File: src/rtl/frame_arbiter.sv
// frame_arbiter: round-robin, frame-granular arbiter that shares one
// decompression engine between N_CH AXI-stream sources. A granted channel
// owns the engine from its first beat through tlast. The arbiter then waits
// for the engine's finish pulse, or for the watchdog to expire, before it
// picks the next channel.
module frame_arbiter #(
    parameter int N_CH   = 4,
    parameter int DATA_W = 32,
    parameter int TO_W   = 16
) (
    input  logic                     clk,
    input  logic                     rst,
    input  logic [N_CH-1:0]          s_tvalid,
    input  logic [N_CH-1:0]          s_tlast,
    input  logic [N_CH*DATA_W-1:0]   s_tdata,
    output logic [N_CH-1:0]          s_tready,
    output logic                     m_tvalid,
    output logic                     m_tlast,
    output logic [DATA_W-1:0]        m_tdata,
    input  logic                     m_tready,
    input  logic                     finish,
    output logic [$clog2(N_CH)-1:0]  grant_id,
    output logic                     busy,
    output logic                     timeout_err,
    output logic [15:0]              frame_cnt
);

    localparam int IDW = $clog2(N_CH);
    // The watchdog fires on the cycle in which it would otherwise step to all-ones.
    localparam logic [TO_W-1:0] WD_LAST = {{(TO_W-1){1'b1}}, 1'b0};

    typedef enum logic [1:0] {
        ST_IDLE,
        ST_STREAM,
        ST_WAIT
    } state_t;

    state_t            state;
    logic [IDW-1:0]    rr_ptr;
    logic [TO_W-1:0]   wd_cnt;
    logic [IDW-1:0]    pick;
    logic              pick_found;
    logic [IDW-1:0]    idx;
    logic              beat_fire;
    logic              last_fire;

    // Round-robin search: the first valid channel at or after rr_ptr, wrapping modulo N_CH.
    always_comb begin
        pick       = '0;
        pick_found = 1'b0;
        idx        = '0;
        for (int i = 0; i < N_CH; i++) begin
            idx = IDW'((int'(rr_ptr) + i) % N_CH);
            if (!pick_found && s_tvalid[idx]) begin
                pick_found = 1'b1;
                pick       = idx;
            end
        end
    end

    // Only the granted channel reaches the engine, and only while a frame is streaming.
    always_comb begin
        m_tvalid = 1'b0;
        m_tlast  = 1'b0;
        m_tdata  = '0;
        s_tready = '0;
        if (state == ST_STREAM) begin
            m_tvalid           = s_tvalid[grant_id];
            m_tlast            = s_tlast[grant_id];
            m_tdata            = s_tdata[grant_id*DATA_W +: DATA_W];
            s_tready[grant_id] = m_tready;
        end
    end

    assign beat_fire = m_tvalid && m_tready;
    assign last_fire = beat_fire && m_tlast;
    assign busy      = (state != ST_IDLE);

    // Arbitration FSM. It also handles the round-robin pointer, the watchdog and the frame counter.
    always_ff @(posedge clk) begin
        if (rst) begin
            state       <= ST_IDLE;
            grant_id    <= '0;
            rr_ptr      <= '0;
            wd_cnt      <= '0;
            frame_cnt   <= '0;
            timeout_err <= 1'b0;
        end else begin
            timeout_err <= 1'b0;
            case (state)
                ST_IDLE: begin
                    if (pick_found) begin
                        grant_id <= pick;
                        state    <= ST_STREAM;
                    end
                end
                ST_STREAM: begin
                    if (last_fire) begin
                        if (grant_id == IDW'(N_CH - 1)) begin
                            rr_ptr <= '0;
                        end else begin
                            rr_ptr <= grant_id + 1'b1;
                        end
                        wd_cnt <= '0;
                        if (finish) begin
                            frame_cnt <= frame_cnt + 16'd1;
                            state     <= ST_IDLE;
                        end else begin
                            state <= ST_WAIT;
                        end
                    end
                end
                ST_WAIT: begin
                    if (finish) begin
                        frame_cnt <= frame_cnt + 16'd1;
                        state     <= ST_IDLE;
                    end else if (wd_cnt == WD_LAST) begin
                        timeout_err <= 1'b1;
                        state       <= ST_IDLE;
                    end else begin
                        wd_cnt <= wd_cnt + 1'b1;
                    end
                end
                default: begin
                    state <= ST_IDLE;
                end
            endcase
        end
    end

endmodule

File: config.mk
export PLATFORM = sky130hd
export DESIGN_NAME = frame_arbiter
export DESIGN_NICKNAME = d
export VERILOG_FILES = /design/src/rtl/frame_arbiter.sv
export SDC_FILE = /design/constraint.sdc
export NUM_CORES = 1
export LEC_CHECK = 0
export CORE_MARGIN = 8
export CORE_UTILIZATION = 34
export CTS_CLUSTER_DIAMETER = 40
export DETAILED_ROUTE_END_ITERATION = 10
export PLACE_DENSITY = 0.76
export SYNTH_ARGS = -nofsm -noshare
export SYNTH_HDL_FRONTEND = slang
export SYNTH_SLANG_ARGS = --single-unit
File: constraint.sdc
create_clock -name clk -period 1.99 [get_ports clk]
set_clock_uncertainty 0.1 [all_clocks]
set_input_delay 0.199 -clock clk [delete_from_list [all_inputs] [get_ports clk]]
set_output_delay 0.199 -clock clk [all_outputs]
set_load 0.05 [all_outputs]
Word-level counts from Yosys, hierarchy flattened

Cells that the tools add are included.

$lt $le $gt $ge: 6
Bitwise gates (word level): 2
Multipliers: 0
Equal/unequal tests: 9
Shifts and indexed selects: 1
Multiplexer cells: 41
Reductions and logical operators: 18
Divide/modulo/power cells: 0
$add $sub $neg: 6

Operators by type and width:

| kind                  | count |
|---|---|
| $shiftx 128x8->32     | 1 |
| $mux 16               | 5 |
| $pmux 16 s2           | 2 |
| $add 16x1->16 const B | 2 |
| $mux 32               | 1 |
| $mux 2                | 10 |
| $eq 16x16->1 const B  | 1 |
| $lt 2x3->1 const B    | 5 |
| $mux 1                | 14 |
| $bmux 1 s2            | 6 |
| $ne 2x2->1 const B    | 4 |
| $logic_and 1x1->1     | 6 |
| $pmux 2 s3            | 1 |
| $reduce_and 2->1      | 3 |
| $add 2x1->2 const B   | 2 |
| $add 2x2->2 const B   | 2 |
| $and 4x4->4           | 1 |
| $eq 2x2->1 const B    | 2 |
| $mux 4                | 1 |
| $reduce_and 4->1      | 1 |
| $reduce_bool 2->1     | 2 |
| $logic_not 1->1       | 3 |
| $ne 3x3->1 const B    | 1 |
| $reduce_and 3->1      | 1 |
| 6 further kinds       | 6 |

Memory bits (read-only): 0
Bits in writable memories: 0
Input port bits: 140
Memories kept: 0
Output and inout port bits: 58
Register bits: 39
Bits in latches: 0
Logic and storage cells: 89

Depth between registers and ports, before layout

Gate-level depths: netlist (run 1).

Depth in word-level cells: 14
Gate-level depth with buffers: 9
Mapped depth without buffers: 7

Worst setup path before layout (run 1)

No wires, ideal clock.

Kind: register to register
Start point: register grant_id[0]
End point: register wd_cnt[12]
Buffers on the path: 2
Cell stages (with the launch flop): 9
Setup slack: -647 ps
Required time: 1768 ps
Data arrival time: 2415 ps
Clock period less this slack: 2637 ps
Cells stage by stage: dfxtp_1 buf_4 mux2i_1 o22a_1 clkinv_2 nand2_1 clkbuf_1 a21oi_1 o2bb2a_1

Elaborated cells between the ends (all ways): 10

RTL lines:

| item                              | line | RTL |
|---|---|---|
| start, declared                   | 22   | `output logic [$clog2(N_CH)-1:0] grant_id,` |
| start signal, assigned            | 93   | `grant_id <= pick;` |
| $bmux 1 s2                        | 69   | `m_tlast = s_tlast[grant_id];` |
| $mux 1 (not written as such)      | 69   |  |
| $mux 1                            | 67   | `if (state == ST_STREAM) begin` |
| via m_tlast                       | 18   | `output logic m_tlast,` |
| $logic_and 1x1->1                 | 76   | `assign last_fire = beat_fire && m_tlast;` |
| $ne 2x2->1 (no source line)       | --   |  |
| $reduce_and 4->1 (no source line) | --   |  |
| end signal, assigned              | 121  | `wd_cnt <= wd_cnt + 1'b1;` |
| end, declared                     | 40   | `logic [TO_W-1:0] wd_cnt;` |

The timed path passes the listed nets, and every way through them passes these cells. The select of a mux whose other input is x is not followed.
A chain may end at the register's enable or synchronous reset.

Final worst setup path (run 1)

Start point: register grant_id[0]
End point: output port m_tdata[9]

Longest elaborated chain between the ends: 2

Ends and longest elaborated chain:

| item              | line | RTL |
|---|---|---|
| $shiftx 128x8->32 | 70   | `m_tdata = s_tdata[grant_id*DATA_W +: DATA_W];` |
| $mux 32           | 67   |  |
| end, declared     | 19   | `output logic [DATA_W-1:0] m_tdata,` |

No other way between the ends.

==> impl_metrics.ini, run 1 <==
[outcome]
outcome = finished with violations
violations = setup timing

[global_route]
grt_max_degree = 41
grt_usage_pct = 23.2
antenna_found_initial = 4
grt_first_pass_wirelength_microns = 23400
first_global_vias = 3958
overflow = 0

[synth]
avgSynthCellArea_sq_um = 9.18
synth_edf_count = 0
synth_area_leaders = dfxtp_1, mux4_2, and2_1
yosysSeqAreaShare_pct = 24.0
synthCells = 355
synth-main-ff-cell = dfxtp_1
yosysWarnings = 0
synth-seq-cells = 39
synth_top_area_share_pct = 24.0
yosysTopAreaCell = dfxtp_1
yosysUniqueCellTypes = 53
synth_fp_nets = 502
syn_area_sq_um = 3260
async_flop_share_pct = 0

[timing]
fin_setup_tns_ns = -2.42
whs_ns = 0.375
drv_slew = 0
relSlewSlack_pct = 65.2
hold_violations = 0
fmax_mhz = 479
finalCritPeriodShare_pct = 105
rsz0062_at_grt = true
fin_ws_ns = -0.0992
finalCriticalPeriod_ns = 2.09
worstMarginPinSlew_ns = 0.520
setup_viol = 46

[power]
p_per_area_nw_per_um2 = 449
vdd_drop_max_mv = 0.275
seqPwrFrac_pct = 27.9
p_int_uw = 1970
p_leak_uw = 0.00230
sw_frac_of_total_pct = 30.3
pwr-share-comb_pct = 44.5
pwr-share-clk_pct = 27.6
switchingPower_uw = 858
power_uw = 2830

[floorplanning]
ios = 198
start_util_pct = 35.1
num_rows = 35
design.die.area_sq_um = 13000
die_w_microns = 114
die_y_microns = 114
core-area_sq_um = 9280

[placement]
place_area_sq_um = 5680
gp_congestion = 0.915
port_buffers = 197
hpwl_microns = 12000

[cts]
clkLatencyLatePin_ns = 0.29
clkSlewWorstSetupHoldPaths_ns = 0.08
cts.sinks = 39
cts_buffers = 5
clock_path_buffers = 2
ctsHoldBuffers = 0
root_buffer = clkbuf_8
htreeDepth = 2
cts_tree = built

[finish]
finalInstanceArea_sq_um = 6310
drive_gt1_share_pct = 33.8
final_common_cell = clkdlybuf4s50_1
nets = 732
final_cell_mix = clkdlybuf4s50_1, buf_4, dfxtp_1, mux4_2, and2_4
syn_to_final_growth_pct = 93.5

[worst_setup_path]
path_class = register to output pin
r2r_setup_slack_ns = -0.07
arrival_ns = 1.79
critPathCaptureType = output pin
path_max_fanout = 7
start_kind = register
worst_ep_required_time_ns = 1.69

[route]
totalWireLength_microns = 16100
route.vias.total = 4027
vias_per_cell = 5.60
wire_per_inst_microns = 22.4
drt_iter0_markers = 242
drt.antenna.violating_nets = 0
route.detailed.drc = 0
drt_pass1_iterations = 4

[hold_path]
hold_class = register to register

[run]
maxCapViolCount = 0
## cell type report
class                   instances  area, sq um
fillers                       681         2980
repair buffers                253         2660
multi-input cells             275         2510
flip-flops and latches         39          791
well taps                     129          161
clock buffers                   6         72.6
clock inverters                 2         60.1
inverters                      11         46.3
diodes                          4         10.0
## sequential cells by signal, summed over array words and instances (netlist names)
register / count
wd_cnt: 16
state: 2
timeout_err: 1
frame_cnt: 16
grant_id: 2
rr_ptr: 2
## power groups by stage
stage                     clock network, uW  logic, uW  registers (uW)
final                                   781       1260             790
after global routing                    838       1310             791
after CTS                               799       1220             790
after detailed placement                  0       1070             809
after global placement                    0       1050             809
after floorplan                           0        544             822
## worst paths after layout
check	from	end	cells after the start
worst max-delay path	grant_id[0]	m_tdata[9]	5
worst min-delay path	wd_cnt[10]	wd_cnt[10]	2
worst max register to register	grant_id[0]	frame_cnt[8]	7
worst min register to register	wd_cnt[10]	wd_cnt[10]	2
## per-stage QoR
stage               util [%]  std cells  worst slack [ns]
floorplan                  -        355            -0.171
global placement        61.2        700            -0.194
detailed placement      61.2        700            -0.239
CTS                     66.5        711           -0.0915
global route            67.9        719            -0.141
finish                  67.9        719           -0.0992
## critical path: stages (launching register included)
cell and delay, ns:
dfxtp_4 0.37, buf_12 0.15, buf_12 0.14, mux4_2 0.52
and2_4 0.18, buf_6 0.14
## Yosys cell counts (3+ instances only)
master / instances
dfxtp_1: 39
and2_1: 37
mux4_2: 33
nand2_1: 28
a21oi_1: 25
clkbuf_1: 19
nand3_1: 14
o21ai_0: 13
nand4_1: 11
inv_1: 10
o31ai_1: 10
or4_1: 10
nor2_1: 9
a2111o_1: 7
buf_2: 7
ha_1: 7
and3_1: 6
or3_1: 6
mux2i_1: 5
nor3_1: 5
nand2b_1: 4
o2111ai_1: 4
nor4_1: 3
o21a_1: 3
## repair_timing
item / CTS / global route
endpoints found under the setup margin: 50 / 66
pin swaps: 17 / 1
gates resized for setup: 96 / 26
setup buffers: 3 / 2
gates cloned: 0 / 2
## cells by family after synthesis
kind of cell,after synthesis,synth area share (%)
mux,38,24.3
flops,39,24.0
xor+xnor,2,0.538
buf+inv,41,5.60
compound gates,82,17.4
fa+ha+maj,7,2.69
simple gates,146,25.5
## routing by layer
metal / wire [microns] / global-route usage, %
met1: 5750 / 24.1
met2: 8110 / 41.1
met3: 1460 / 6.97
met4: 793 / 12.4
met5: 0 / 0
Power figures use the tool's default switching activity.
==> run 2: changes to the inputs <==
- CORE_ASPECT_RATIO: not set -> 1.1
==> run 2 against run 1 <==
Against the previous run: the run still ends with setup timing left; first-iteration DRC count grew 25%; power is 4.9% lower; largest cell class unchanged; global-route usage shrank 0.72 points; sequential share of layout area about the same; routed wire length decreased by 1.1%; clock-buffer cell count unchanged; utilization decreased by 0.62 points; non-clock buffer count grew 3; critical path type is now register to register.
==> impl_metrics.ini, run 2 (same netlist as run 1, synthesis figures left out) <==
[outcome]
outcome = finished with violations
violations = setup timing

[worst_setup_path]
critPathCaptureType = register
start_kind = register
arrival_ns = 2.25
crit_slowest_cell = or4_1
crit_family = simple AND/OR/NAND/NOR gates
rr_startpoint = grant_id[0]
path_max_fanout = 32
worstSetupStartpoint = grant_id[0]
r2r_setup_slack_ns = -0.12
r2r-end = frame_cnt[8]
worst_ep_required_time_ns = 2.13
cpPeakStageDelay_ns = 0.42
reg2reg_depth = 7
cp_num_buf_inv = 2
path_cells = buf_6 > mux4_2 > and3_4 > a21oi_4 > buf_12 > or4_1 > a21oi_1
endpoint = frame_cnt[8]
worst-path-stages = 7
path_class = register to register

[floorplanning]
ios = 198
design.die.area_sq_um = 13000
num_rows = 37
start_util_pct = 34.9
die_y_microns = 119
die_w_microns = 109
core-area_sq_um = 9350

[finish]
register_area_sq_um = 791
final_cell_mix = clkdlybuf4s50_1, buf_4, dfxtp_1, mux4_2
fillCellCount = 703
syn_to_final_growth_pct = 93.1
top_regs = frame_cnt: 16 flops, wd_cnt: 16 flops
nets = 735
final_common_cell = clkdlybuf4s50_1
multi_input_area_sq_um = 2520
drive_gt1_share_pct = 34.3
utilization_pct = 67.3

[power]
p_int_uw = 1800
sw_frac_of_total_pct = 33.1
switchingPower_uw = 892
vdd_drop_max_mv = 0.322
p_leak_uw = 0.00231
pwr-share-clk_pct = 23.3
p_per_area_nw_per_um2 = 428
pwr-share-comb_pct = 47.2
seqPwrFrac_pct = 29.5

[cts]
ctsHoldBuffers = 0
root_buffer = clkbuf_8
cts.sinks = 39
clkLatencyLatePin_ns = 0.30
clkSlewWorstSetupHoldPaths_ns = 0.08
cts_buffers = 5
htreeDepth = 2
clock_path_buffers = 2
cts_tree = built

[global_route]
antenna_found_initial = 1
grt_max_degree = 41
first_global_vias = 4115
overflow = 0
grt_first_pass_wirelength_microns = 23000
grt_usage_pct = 22.5

[timing]
setup_viol = 54
rsz0062_at_grt = true
worstMarginPinSlew_ns = 0.512
finalCritPeriodShare_pct = 106
fin_ws_ns = -0.122
drv_slew = 0
whs_ns = 0.384
relSlewSlack_pct = 65.8
fmax_mhz = 473
hold_violations = 0
finalCriticalPeriod_ns = 2.11

[route]
drt.antenna.violating_nets = 0
totalWireLength_microns = 15900
route.detailed.drc = 0
wire_per_inst_microns = 22.5
vias_per_cell = 5.76
drt_pass1_iterations = 4
route.vias.total = 4069
drt_iter0_markers = 302

[placement]
hpwl_microns = 11700
gp_congestion = 0.914
port_buffers = 197

[hold_path]
hold_class = register to register

[run]
maxCapViolCount = 0
-- run 2: changes by cell type in the layout (fill, tap and decap cells not counted), sizes merged --
cell / before / now
buf: 96 / 99
diode: 4 / 1
bufinv: 2 / 0
clkinv: 1 / 3
-- run 2: repair_timing --
action                                  in CTS  in global routing
gates cloned                                 3                  1
pin swaps                                   25                  9
endpoints found under the setup margin      45                 71
gates resized for setup                     92                 44
setup buffers                                8                  3
-- run 2: cell type report --
| class | count | share of cell area (%) |
|---|---|---|
| repair buffers | 256 | 42.6 |
| well taps | 117 | 2.33 |
| clock buffers | 6 | 1.49 |
| clock inverters | 2 | 0.219 |
| diodes | 1 | 0.0398 |
| flip-flops and latches | 39 | 12.6 |
| multi-input cells | 275 | 40.0 |
| inverters | 11 | 0.736 |
-- run 2: per-stage QoR --
| stage | cell area, sq um | power [uW] | setup WS (ns) | cells | TNS (ns) |
|---|---|---|---|---|---|
| floorplan | 3350 | 1370 | -0.171 | 355 | -3.16 |
| global placement | 5680 | 1860 | -0.145 | 688 | -2.73 |
| detailed placement | 5680 | 1880 | -0.204 | 688 | -4.82 |
| CTS | 6190 | 2670 | -0.114 | 706 | -4.38 |
| global route | 6290 | 2790 | -0.162 | 707 | -6.04 |
| finish | 6290 | 2690 | -0.122 | 707 | -3.02 |
-- run 2: worst min-delay path by stage --
stage                  start  depth (start not counted)  slack (ns)             to
3_5_place_dp      wd_cnt[10]                          2        0.39     wd_cnt[10]
6_report          wd_cnt[10]                          2        0.38     wd_cnt[10]
3_3_place_gp   frame_cnt[15]                          2        0.37  frame_cnt[15]
4_1_cts           wd_cnt[10]                          2        0.40     wd_cnt[10]
2_1_floorplan    s_tvalid[3]                          2        0.30    grant_id[0]
5_1_grt           wd_cnt[14]                          2        0.40     wd_cnt[14]
-- run 2: power groups by stage --
stage | Clock [uW] | Sequential (uW) | Combinational, uW
finish | 628 | 793 | 1270
floorplan | 0 | 822 | 544
global route | 667 | 794 | 1320
global placement | 0 | 811 | 1050
CTS | 641 | 792 | 1230
detailed placement | 0 | 812 | 1070
-- run 2: routing by layer --
metal	vias to the layer above	track usage, %	wire (microns)
met2	170	41.4	8480
met3	27	4.73	1320
li1	1839	-	-
met1	2033	24.5	5670
met5	-	0	0
met4	0	7.02	466
-- run 2: tightest hold or removal path: stages, from the launching register on --
cell,delay (ns)
dfxtp_1,0.33
nand2_1,0.06
o21ai_1,0.05
==> run 3: changes to the inputs <==
- CORE_UTILIZATION: 34 -> 41
- PLACE_DENSITY: 0.76 -> 0.86
- clock period: 1.99 -> 2.7 ns (I/O delays scaled with it)
==> run 3 against run 2 <==
Against the previous run: the flow now finishes without violations; worst setup slack gained 0.41 ns; clock power shrank 17%; routed wire length shrank 14%; via count shrank 7.5%; utilization grew 1.6 points; sequential share of layout area grew 2.0 points; worst hold slack gained 0.0044 ns; sequential power shrank 25%; non-clock buffer count shrank 45; first-iteration DRC count shrank 28%; power shrank 31%; cell area shrank 14%; critical path type is now register to output pin; critical endpoint is now s_tready[0]; highest routed layer unchanged.
==> impl_metrics.ini, run 3 (same netlist as run 1, synthesis figures left out) <==
[floorplanning]
die_y_microns = 110
design.die.area_sq_um = 11100
num_rows = 34
start_util_pct = 41.6
core-area_sq_um = 7830
die_w_microns = 101
ios = 198

[cts]
cts_tree = built
cts_buffers = 5
root_buffer = clkbuf_8
cts.sinks = 39
clkLatencyLatePin_ns = 0.30
htreeDepth = 2
clock_path_buffers = 2
cts.repair.resized = 0
clkSlewWorstSetupHoldPaths_ns = 0.08
ctsHoldBuffers = 0
post_cts_buffers = 0

[worst_setup_path]
crit_slowest_cell = clkdlybuf4s50_1
cp_num_buf_inv = 1
critPathCaptureType = output pin
crit_family = buffers and inverters
worst_ep_required_time_ns = 2.33
arrival_ns = 2.05
path_cells = nor2b_2 > and3_1 > clkdlybuf4s50_1
reg2reg_depth = 6
path_class = register to output pin
cpPeakStageDelay_ns = 0.82
worst-path-stages = 3
path_max_fanout = 7
start_kind = register

[finish]
final_cell_mix = clkdlybuf4s50_1, buf_4, and2_1, dfxtp_1, mux4_2
drive_gt1_share_pct = 18.0
finalInstanceArea_sq_um = 5390
final_common_cell = clkdlybuf4s50_1
top_regs = frame_cnt: 16 flops, wd_cnt: 16 flops
register_area_sq_um = 783
fillCellCount = 616
utilization_pct = 68.9
syn_to_final_growth_pct = 65.5
nets = 690
multi_input_area_sq_um = 2300

[timing]
fin_setup_tns_ns = 0
fin_ws_ns = 0.284
relSlewSlack_pct = 54.1
worstMarginPinSlew_ns = 0.683
setup_viol = 0
finalCritPeriodShare_pct = 89.5
hold_violations = 0
drv_slew = 0
finalCriticalPeriod_ns = 2.42
fmax_mhz = 414
whs_ns = 0.388
rsz0062_at_grt = false

[placement]
hpwl_microns = 11300
pre_cts_ws_ns = 0.237
place_area_sq_um = 5270
gp_congestion = 0.938
port_buffers = 197

[global_route]
antenna_found_initial = 1
grt_first_pass_wirelength_microns = 20700
overflow = 0
grt_usage_pct = 24.1
first_global_vias = 3766
grt_max_degree = 33

[route]
route.vias.total = 3764
totalWireLength_microns = 13700
drt_iter0_markers = 216
vias_per_cell = 5.76
route.detailed.drc = 0
drt_pass1_iterations = 4
wire_per_inst_microns = 20.9
drt.antenna.violating_nets = 0

[hold_path]
hold_class = register to register
hold_depth = 2

[power]
vdd_drop_max_mv = 0.342
p_leak_uw = 0.00190
p_per_area_nw_per_um2 = 343

[run]
maxCapViolCount = 0

[outcome]
outcome = finished, final reports clean
-- run 3: cell count changes in the layout (fill, tap and decap cells not counted), moves of 4 or more --
cell,delta
buf_12,-8
and2_4,-25
clkdlybuf4s50_1,+5
buf_8,-20
o21ai_0,+10
buf_6,-21
and2_1,+27
a21oi_1,+4
o21ai_1,-6
-- run 3: worst reg2reg max path, delay by kind of cell, from the launching register on --
| kind | cells | cell delay, ns |
|---|---|---|
| simple gates | 3 | 1.11 |
| compound gates | 2 | 0.40 |
| flops | 1 | 0.39 |
| buf+inv | 1 | 0.24 |
-- run 3: routing by layer --
metal  GRT usage (%)  wire [microns]
met3            6.33            1200
met2            42.7            6830
met4            9.37             431
met1            27.2            5190
met5               0               0
-- run 3: report_power, final --
group / switching [uW] / internal, uW
Sequential: 11.1 / 580
Combinational: 365 / 375
Clock: 219 / 299
Total: 596 / 1250
-- run 3: layout make-up --
cell class	instances	share of cell area [%]
Sequential cell	39	14.5
Inverter	11	0.789
Antenna cell	2	0.0928
Clock inverter	2	0.650
Multi-Input combinational cell	275	42.6
Tap cell	108	2.51
Clock buffer	6	1.53
Timing Repair Buffer	211	37.3
-- run 3: through the flow --
stage	cells	power (uW)
2_1_floorplan	355	995
3_3_place_gp	644	1330
3_5_place_dp	644	1350
4_1_cts	652	1860
5_1_grt	653	1910
6_report	654	1850
-- run 3: path summary, 6_finish.rpt --
path	start	to	slack, ns
setup / recovery	state[0]	s_tready[0]	0.28
hold / removal	wd_cnt[14]	wd_cnt[14]	0.39
setup reg to reg	wd_cnt[8]	wd_cnt[12]	0.37
hold reg to reg	wd_cnt[14]	wd_cnt[14]	0.39
